## config.mk

```make
export PLATFORM = sky130hd
export DESIGN_NAME = ejecutor_instrucciones_flat
export DESIGN_NICKNAME = d
export VERILOG_FILES = /design/src/rtl/ejecutor_instrucciones_pkg.sv /design/src/rtl/ejecutor_instrucciones_if.sv /design/src/rtl/ejecutor_instrucciones_mult.sv /design/src/rtl/ejecutor_instrucciones.sv /design/src/flat_wrapper.sv
export SDC_FILE = /design/constraint.sdc
export NUM_CORES = 1
export LEC_CHECK = 0
export CORE_MARGIN = 4
export CORE_UTILIZATION = 50
export DETAILED_ROUTE_END_ITERATION = 7
export HOLD_SLACK_MARGIN = 0.15
export PLACE_DENSITY = 0.9
export SETUP_SLACK_MARGIN = 0.2
export SLEW_MARGIN = 10
export SYNTH_ARGS = -nofsm -noshare
export SYNTH_HDL_FRONTEND = slang
export SYNTH_SLANG_ARGS = --single-unit
```

## constraint.sdc

```tcl
create_clock -name clk -period 6.2 [get_ports clk]
set_input_delay 1.24 -clock clk [delete_from_list [all_inputs] [get_ports clk]]
set_output_delay 1.24 -clock clk [all_outputs]
set_load 0.01 [all_outputs]
```

## src/rtl/ejecutor_instrucciones_pkg.sv

```systemverilog
// Shared definitions for the instruction execution unit.
// Contents: instruction field positions, opcode constants, FSM state
// encoding, the debug struct exposed by the top, and small field helpers.
package ejecutor_instrucciones_pkg;

  localparam int INSTR_W = 16;

  // Instruction word layout: [15:12] op, [11:8] rd, [7:4] ra, [3:0] rb.
  // LDI reuses [7:0] as an 8-bit immediate.
  localparam int OP_MSB  = 15;
  localparam int OP_LSB  = 12;
  localparam int RD_MSB  = 11;
  localparam int RD_LSB  = 8;
  localparam int RA_MSB  = 7;
  localparam int RA_LSB  = 4;
  localparam int RB_MSB  = 3;
  localparam int RB_LSB  = 0;
  localparam int IMM_MSB = 7;
  localparam int IMM_LSB = 0;

  localparam logic [3:0] OP_NOP = 4'd0;
  localparam logic [3:0] OP_ADD = 4'd1;
  localparam logic [3:0] OP_SUB = 4'd2;
  localparam logic [3:0] OP_AND = 4'd3;
  localparam logic [3:0] OP_OR  = 4'd4;
  localparam logic [3:0] OP_XOR = 4'd5;
  localparam logic [3:0] OP_SHL = 4'd6;
  localparam logic [3:0] OP_SHR = 4'd7;
  localparam logic [3:0] OP_MUL = 4'd8;
  localparam logic [3:0] OP_LDI = 4'd9;

  typedef enum logic [2:0] {
    IDLE = 3'd0,
    EXEC = 3'd1,
    MUL  = 3'd2,
    WB   = 3'd3,
    FIN  = 3'd4
  } state_t;

  typedef struct packed {
    state_t     state;
    logic       mul_busy;
    logic [3:0] op;
  } dbg_t;

  function automatic logic [3:0] f_op(input logic [INSTR_W-1:0] i);
    return i[OP_MSB:OP_LSB];
  endfunction

  function automatic logic [3:0] f_rd(input logic [INSTR_W-1:0] i);
    return i[RD_MSB:RD_LSB];
  endfunction

  function automatic logic [3:0] f_ra(input logic [INSTR_W-1:0] i);
    return i[RA_MSB:RA_LSB];
  endfunction

  function automatic logic [3:0] f_rb(input logic [INSTR_W-1:0] i);
    return i[RB_MSB:RB_LSB];
  endfunction

  function automatic logic [7:0] f_imm(input logic [INSTR_W-1:0] i);
    return i[IMM_MSB:IMM_LSB];
  endfunction

  // Opcodes 10..15 are reserved and retire with err.
  function automatic logic f_legal(input logic [3:0] op);
    return op <= OP_LDI;
  endfunction

endpackage

```

## src/rtl/ejecutor_instrucciones_if.sv

```systemverilog
// Bus between the execution unit and its environment (instruction source
// plus 16x16 register file).
// Handshake: an instruction transfers on a rising clk edge where both
// instr_valid and instr_ready are 1; instr must be stable while instr_valid
// is high; instr_ready is asserted only while the unit is idle.
// Signals: instr_valid/instr (to unit), instr_ready (from unit),
// regs_flat (register file outputs, r1 in LSBs), w/select_register/s
// (register file write port), done/err (retire pulses).
// Modports: master = instruction source / register file, slave = unit.
interface ejecutor_instrucciones_if #(
  parameter int N    = 16,
  parameter int NREG = 16
);
  logic            instr_valid;
  logic [15:0]     instr;
  logic            instr_ready;
  logic [NREG*N-1:0] regs_flat;
  logic            w;
  logic [3:0]      select_register;
  logic [N-1:0]    s;
  logic            done;
  logic            err;

  modport master (
    output instr_valid, instr, regs_flat,
    input  instr_ready, w, select_register, s, done, err
  );

  modport slave (
    input  instr_valid, instr, regs_flat,
    output instr_ready, w, select_register, s, done, err
  );
endinterface

```

## src/rtl/ejecutor_instrucciones_mult.sv

```systemverilog
// mult_secuencial: N-cycle shift-add multiplier returning the low N bits of
// a*b.
// Ports: clk, rst (async, active-high), start (load a/b and begin),
// a, b (operands), busy (iterations remaining), done (high during the last
// iteration cycle), result (accumulator after the current iteration).
// result is combinational so the caller can capture the final product on
// the same edge that finishes the last iteration.
module mult_secuencial
  import ejecutor_instrucciones_pkg::*;
#(
  parameter int N = 16
) (
  input  logic         clk,
  input  logic         rst,
  input  logic         start,
  input  logic [N-1:0] a,
  input  logic [N-1:0] b,
  output logic         busy,
  output logic         done,
  output logic [N-1:0] result
);
  localparam int CW = $clog2(N + 1);

  logic [N-1:0]  mcand_q;
  logic [N-1:0]  mplier_q;
  logic [N-1:0]  acc_q;
  logic [CW-1:0] count_q;
  logic [N-1:0]  acc_next;

  assign acc_next = acc_q + (mplier_q[0] ? mcand_q : '0);

  always_ff @(posedge clk or posedge rst) begin
    if (rst) begin
      mcand_q  <= '0;
      mplier_q <= '0;
      acc_q    <= '0;
      count_q  <= '0;
    end else if (start) begin
      mcand_q  <= a;
      mplier_q <= b;
      acc_q    <= '0;
      count_q  <= CW'(N);
    end else if (busy) begin
      acc_q    <= acc_next;
      mcand_q  <= mcand_q << 1;
      mplier_q <= mplier_q >> 1;
      count_q  <= count_q - CW'(1);
    end
  end

  assign busy   = (count_q != '0);
  assign done   = (count_q == CW'(1));
  assign result = acc_next;

endmodule

```

## src/rtl/ejecutor_instrucciones.sv

```systemverilog
// ejecutor_instrucciones: multi-cycle execution unit in front of a 16x16
// register file. Takes one instruction at a time, reads operands from the
// file's parallel outputs, and writes the result back through w /
// select_register / s for one cycle.
// Ports: clk, rst (async, active-high), bus (slave side of
// ejecutor_instrucciones_if), dbg (FSM state, multiplier busy, latched op).
// Flow: IDLE -accept-> EXEC -> {WB | MUL x N -> WB | FIN} -> IDLE.
// All bus outputs are registered, so rst clears w asynchronously.
module ejecutor_instrucciones
  import ejecutor_instrucciones_pkg::*;
#(
  parameter int N    = 16,
  parameter int NREG = 16
) (
  input  logic                     clk,
  input  logic                     rst,
  ejecutor_instrucciones_if.slave  bus,
  output dbg_t                     dbg
);

  state_t            state_q, state_d;
  logic [15:0]       instr_q;
  logic [NREG*N-1:0] regs;

  logic [3:0]   op, rd, ra, rb;
  logic [N-1:0] opa, opb;
  logic [N-1:0] alu_res;
  logic [N-1:0] wb_data;
  logic         op_legal;

  logic         mul_start;
  logic         mul_busy;
  logic         mul_done;
  logic [N-1:0] mul_res;

  logic         w_q, done_q, err_q;
  logic [3:0]   sel_q;
  logic [N-1:0] s_q;

  assign regs     = bus.regs_flat;
  assign op       = f_op(instr_q);
  assign rd       = f_rd(instr_q);
  assign ra       = f_ra(instr_q);
  assign rb       = f_rb(instr_q);
  assign op_legal = f_legal(op);

  // Register k (0-based) occupies bits [k*N +: N].
  assign opa = regs[int'(ra)*N +: N];
  assign opb = regs[int'(rb)*N +: N];

  always_comb begin
    alu_res = '0;
    case (op)
      OP_ADD:  alu_res = opa + opb;
      OP_SUB:  alu_res = opa - opb;
      OP_AND:  alu_res = opa & opb;
      OP_OR:   alu_res = opa | opb;
      OP_XOR:  alu_res = opa ^ opb;
      OP_SHL:  alu_res = opa << 1;
      OP_SHR:  alu_res = opa >> 1;
      OP_LDI:  alu_res = N'(f_imm(instr_q));
      default: alu_res = '0;
    endcase
  end

  mult_secuencial #(.N(N)) u_mult (
    .clk    (clk),
    .rst    (rst),
    .start  (mul_start),
    .a      (opa),
    .b      (opb),
    .busy   (mul_busy),
    .done   (mul_done),
    .result (mul_res)
  );

  // Leaving MUL the product comes from the multiplier; leaving EXEC it is
  // the single-cycle ALU.
  assign wb_data = (state_q == MUL) ? mul_res : alu_res;

  always_comb begin
    state_d   = state_q;
    mul_start = 1'b0;
    case (state_q)
      IDLE: if (bus.instr_valid) state_d = EXEC;
      EXEC: begin
        if (!op_legal || op == OP_NOP) begin
          state_d = FIN;
        end else if (op == OP_MUL) begin
          mul_start = 1'b1;
          state_d   = MUL;
        end else begin
          state_d = WB;
        end
      end
      MUL:     if (mul_done) state_d = WB;
      WB:      state_d = IDLE;
      FIN:     state_d = IDLE;
      default: state_d = IDLE;
    endcase
  end

  always_ff @(posedge clk or posedge rst) begin
    if (rst) begin
      state_q <= IDLE;
      instr_q <= '0;
      w_q     <= 1'b0;
      done_q  <= 1'b0;
      err_q   <= 1'b0;
      sel_q   <= '0;
      s_q     <= '0;
    end else begin
      state_q <= state_d;
      if (state_q == IDLE && bus.instr_valid) instr_q <= bus.instr;
      // Outputs are decoded from the next state so they line up with it.
      w_q    <= (state_d == WB);
      done_q <= (state_d == WB) || (state_d == FIN);
      err_q  <= (state_d == FIN) && !op_legal;
      if (state_d == WB) begin
        sel_q <= rd;
        s_q   <= wb_data;
      end
    end
  end

  assign bus.instr_ready     = (state_q == IDLE);
  assign bus.w               = w_q;
  assign bus.select_register = sel_q;
  assign bus.s               = s_q;
  assign bus.done            = done_q;
  assign bus.err             = err_q;

  assign dbg.state    = state_q;
  assign dbg.mul_busy = mul_busy;
  assign dbg.op       = op;

endmodule

```

## src/flat_wrapper.sv

```systemverilog
// flat-port wrapper written by rule: the top's interface ports become plain ports
module ejecutor_instrucciones_flat import ejecutor_instrucciones_pkg::*;
#(
  parameter int N    = 16,
  parameter int NREG = 16
)
  (clk, rst, dbg, bus_instr_valid, bus_instr, bus_regs_flat, bus_instr_ready, bus_w, bus_select_register, bus_s, bus_done, bus_err);
  ejecutor_instrucciones_if #(.N(N), .NREG(NREG)) bus_i ();
  input  logic clk;
  input  logic rst;
  output dbg_t dbg;
  input wire logic [$bits(bus_i.instr_valid)-1:0] bus_instr_valid;
  input wire logic [$bits(bus_i.instr)-1:0] bus_instr;
  input wire logic [$bits(bus_i.regs_flat)-1:0] bus_regs_flat;
  output wire logic [$bits(bus_i.instr_ready)-1:0] bus_instr_ready;
  output wire logic [$bits(bus_i.w)-1:0] bus_w;
  output wire logic [$bits(bus_i.select_register)-1:0] bus_select_register;
  output wire logic [$bits(bus_i.s)-1:0] bus_s;
  output wire logic [$bits(bus_i.done)-1:0] bus_done;
  output wire logic [$bits(bus_i.err)-1:0] bus_err;
  assign bus_i.instr_valid = bus_instr_valid;
  assign bus_i.instr = bus_instr;
  assign bus_i.regs_flat = bus_regs_flat;
  assign bus_instr_ready = bus_i.instr_ready;
  assign bus_w = bus_i.w;
  assign bus_select_register = bus_i.select_register;
  assign bus_s = bus_i.s;
  assign bus_done = bus_i.done;
  assign bus_err = bus_i.err;
  ejecutor_instrucciones #(.N(N), .NREG(NREG)) u_core (.clk(clk), .rst(rst), .bus(bus_i), .dbg(dbg));
endmodule
```

==> flow_results.org <==
** CTS
- Post-CTS repair changed the size of 0 cells.
- Clk Latency, worst-skew pair :: 360 ps
- After clock tree synthesis, the flow added hold-fix buffers numbering 0.
- The H-tree was split into 3 levels.
- Clock tree synthesis inserted a total of 9 buffers.
- Clock tree from TritonCTS :: yes
- Clock tree synthesis found a total of 95 sinks.
- The cell sitting at the root of the clock tree is a sky130_fd_sc_hd__clkbuf_16.
- In this run the deepest clock path goes through 2 buffers.
- Setup Fix Bufs, Post-CTS :: 0
- Reg clk slew, reported paths :: 80 ps

** Logic synthesis
- Synthesis warning total :: 0
- Distinct cells, synth :: 75
- Summing the sequential cell areas from Yosys gives 21.7% of the chip area.
- Syn Std Cell Area :: 0.0109 sq mm
- Largest area contributor in the synthesized netlist :: sky130_fd_sc_hd__mux4_2
- When the netlist entered floorplanning its net count stood at 1389.
- Async set-reset flop share out of synthesis :: 100%
- The cell count after synthesis came out at 1047.
- Number of synthesized register bits :: 95
- Dividing the synthesized area by the synthesized cell count gives 10.4 sq um.
- Yosys mapped a number of flops with a built-in enable equal to 0.
- Synth top area share :: 29.0%
- Among all flip-flop cells after synthesis, the most frequent one is sky130_fd_sc_hd__dfrtp_1.
- Cell types with the largest area share after synthesis :: sky130_fd_sc_hd__mux4_2 (29%), sky130_fd_sc_hd__dfrtp_1 (22%), sky130_fd_sc_hd__ha_1 (7.4%), sky130_fd_sc_hd__nand2_1 (4.5%), sky130_fd_sc_hd__nor2_1 (2.6%)

** Status
- Result of the run :: complete, no violations

** Detailed routing
- The first TritonRoute pass finished after 8 iterations.
- After detailed routing, the total wire length is 41800 um.
- DR vias :: 10.8k
- DRC violations left :: 0
- Antenna Violating Nets Remaining :: 0
- In this run, the number of DRC markers left after iteration 0 of detailed routing was 1397.
- Per-cell via count in the routed design :: 6.80
- After detailed routing, the average wire length per cell comes to 26.2 um.

** Die
- Die area :: 0.0243 sq mm
- Height of the chip :: 156 um
- 307 I/O pins were placed.
- In this run the standard cell core region covers 0.0213 sq mm.
- Initial cell density of the core :: 51.4%
- Number of cell rows :: 53
- Width of the chip :: 156 um

** Global routing
- Global routing finished with a remaining overflow of 0.
- The number of antenna violations at the first check in global routing was 9.
- The number of global-route vias before repair came to 11.2k.
- Global-route wire length before repair :: 62700 um
- Entering global routing, the biggest net connects 65 pins.
- Overall fraction of global-route tracks in use :: 33.2%

** Timing
- Worst Setup Slack, final :: 604 ps
- Setup TNS Final :: 0 ps
- Dividing the final minimum period by the clock period gives 90.3%.
- Min Tclk post-route :: 5600 ps
- Final clock skew :: 9.22 ps
- The number of failing hold endpoints at the final stage is 0.
- Setup repair after global routing missed its margin :: false
- Based on the critical path, the design can be clocked at up to 179 MHz.
- The number of pins with negative max-slew slack in the final report was 0.
- In this run the tightest slew margin relative to its limit is 19.5%.
- Setup violations remaining at the end of the flow were counted as 0.
- For the pin with the worst max-slew slack, the measured transition is 1200 ps.

** Pwr
- Max IR drop VDD :: 388 uV
- The internal power of the cells totals 4400 uW.
- Combinational group share of total power :: 77.3%
- Clock power share :: 6.9%
- The completed layout was analyzed and its total power is 8820 uW.
- Net switching power :: 4420 uW
- Sequential fraction of design power :: 15.7%
- Leakage power :: 0.00574 uW
- Power spread over the standard cell area amounts to 611 mW/mm^2.
- Switching share of power :: 50.1%

** Critical path
- For the worst setup path, the data required time is 6450 ps.
- Worst Path Class, Setup :: in2reg
- Traced cell by cell, the critical path runs through clkdlybuf4s50_1, mux4_2, mux4_2, inv_2, ha_1, nor2_1, xnor2_1, ha_1, nor2b_1, o21a_1, o21ai_0, a21oi_1, a221o_1, a311oi_1, nor4b_1, a211o_1, a31o_2.
- STA classifies the critical path endpoint as a flop.
- Slowest stage cell, crit path :: sky130_fd_sc_hd__mux4_2
- STA puts the critical path data arrival time at 5840 ps.
- Along the worst path, the maximum fanout reaches 4.
- STA classifies the critical path startpoint as a primary input.
- Setup slack on the worst reg-to-reg path comes out at 880 ps.
- On the worst path, the slowest cell contributes a delay of 580 ps.

** Final layout
- Fill cell instance count of the final layout :: 1476
- Area growth from synthesis to final layout :: 32.0%
- Commonest non-fill, non-tap cell in the layout :: sky130_fd_sc_hd__clkdlybuf4s50_1
- Top library cells by usage in the layout, fill and taps aside :: sky130_fd_sc_hd__clkdlybuf4s50_1 (306), sky130_fd_sc_hd__mux4_2 (141), sky130_fd_sc_hd__nand2_1 (130)
- Net count, final :: 1644
- Share of post-route cells with drive strength above 1 :: 18.2%

** Min path
- The min-delay analysis places its worst path in the category reg2reg.

** Placed design
- Worst Setup Slack post-DPL :: 425 ps
- Placed wire-length estimate :: 32300 um
- Number of I/O port buffers :: 306
- Final RePlAce weighted congestion :: 0.940

** Job
- Max-cap violations :: 0
power by group through the flow:
stage          registers (uW)  clock network, uW  logic, uW
2_1_floorplan            1050                  0       5190
3_3_place_gp             1370                  0       6400
3_5_place_dp             1390                  0       6610
4_1_cts                  1380                615       6660
5_1_grt                  1440                640       7370
6_report                 1390                611       6820
cell families (layout without fill, tap and decap cells):
kind of cell,after synthesis,in the layout,share of synthesized area [%]
AND/OR/NAND/NOR,304,304,13.1
AO/OA/AOI/OAI,236,236,14.8
multiplexers,173,173,33.5
buffers and inverters,132,392,5.88
flip-flops,95,95,21.7
adder cells (fa/ha/maj),67,67,7.80
XOR/XNOR,40,40,3.20
other,0,10,0
path summary, 6_finish.rpt:
kind                               startpoint                             to  cells after the start
setup / recovery           bus_regs_flat[177]               u_core.bus.s[14]                     17
hold reg to reg             u_core.instr_q[8]  u_core.bus.select_register[0]                      2
setup reg to reg            u_core.instr_q[0]               u_core.bus.s[14]                     16
min in group asynchronous                 rst  u_core.bus.select_register[2]                      2
hold / removal              u_core.instr_q[8]  u_core.bus.select_register[0]                      2
max in group asynchronous                 rst              u_core.instr_q[0]                      3
state kept, by name (all words and copies together), names as in the netlist:
name	flops
u_core.u_mult.mcand_q	16
u_core.u_mult.count_q	5
u_core.state_q	3
u_core.bus.err	1
u_core.bus.w	1
u_core.instr_q	16
u_core.bus.s	16
u_core.bus.select_register	4
u_core.bus.done	1
u_core.u_mult.mplier_q	16
u_core.u_mult.acc_q	16
critical path: cells and delay by family:
family | cells | cell delay, ps
XOR/XNOR | 1 | 170
AO/OA/AOI/OAI | 7 | 1810
multiplexers | 2 | 1160
AND/OR/NAND/NOR | 3 | 320
buffers and inverters | 2 | 620
adder cells (fa/ha/maj) | 2 | 530
area by class of cell:
| cell class | instances | area, sq um | share of cell area, % |
|---|---|---|---|
| Antenna cell | 10 | 25.0 | 0.173 |
| Clock buffer | 9 | 225 | 1.56 |
| Clock inverter | 7 | 103 | 0.710 |
| Inverter | 49 | 185 | 1.28 |
| Multi-Input combinational cell | 820 | 7940 | 55.0 |
| Sequential cell | 95 | 2390 | 16.5 |
| Tap cell | 275 | 344 | 2.38 |
| Timing Repair Buffer | 327 | 3230 | 22.4 |
Yosys cell counts (10+ instances only):
cell type,n
sky130_fd_sc_hd__a31oi_1,37
sky130_fd_sc_hd__and2_1,19
sky130_fd_sc_hd__nand2_1,130
sky130_fd_sc_hd__mux2_2,17
sky130_fd_sc_hd__a21oi_1,37
sky130_fd_sc_hd__a221oi_1,17
sky130_fd_sc_hd__mux4_2,141
sky130_fd_sc_hd__a22oi_1,21
sky130_fd_sc_hd__nor2_1,75
sky130_fd_sc_hd__o21ai_0,56
sky130_fd_sc_hd__inv_1,42
sky130_fd_sc_hd__xor2_1,12
sky130_fd_sc_hd__nand2b_1,10
sky130_fd_sc_hd__dfrtp_1,95
sky130_fd_sc_hd__xnor2_1,28
sky130_fd_sc_hd__nor3_1,13
sky130_fd_sc_hd__clkbuf_1,46
sky130_fd_sc_hd__ha_1,65
routing by layer:
layer / track usage, % / up-vias / wire length, um
met5: 0 / - / 0
met4: 19.0 / 0 / 2840
met3: 7.46 / 225 / 4640
met2: 54.3 / 890 / 20200
met1: 40.5 / 5148 / 14100
li1: - / 4568 / -
per-stage QoR:
step | instances | util, % | cell area [sq um] | hold WS [ps]
global placement | 1566 | 66.2 | 14100 | 441
global route | 1592 | 67.8 | 14400 | 504
detailed placement | 1566 | 66.2 | 14100 | 458
finish | 1592 | 67.8 | 14400 | 467
CTS | 1582 | 67.7 | 14400 | 472
floorplan | 1047 | - | 10900 | 435
No activity file was read; power rests on OpenSTA's default activity.
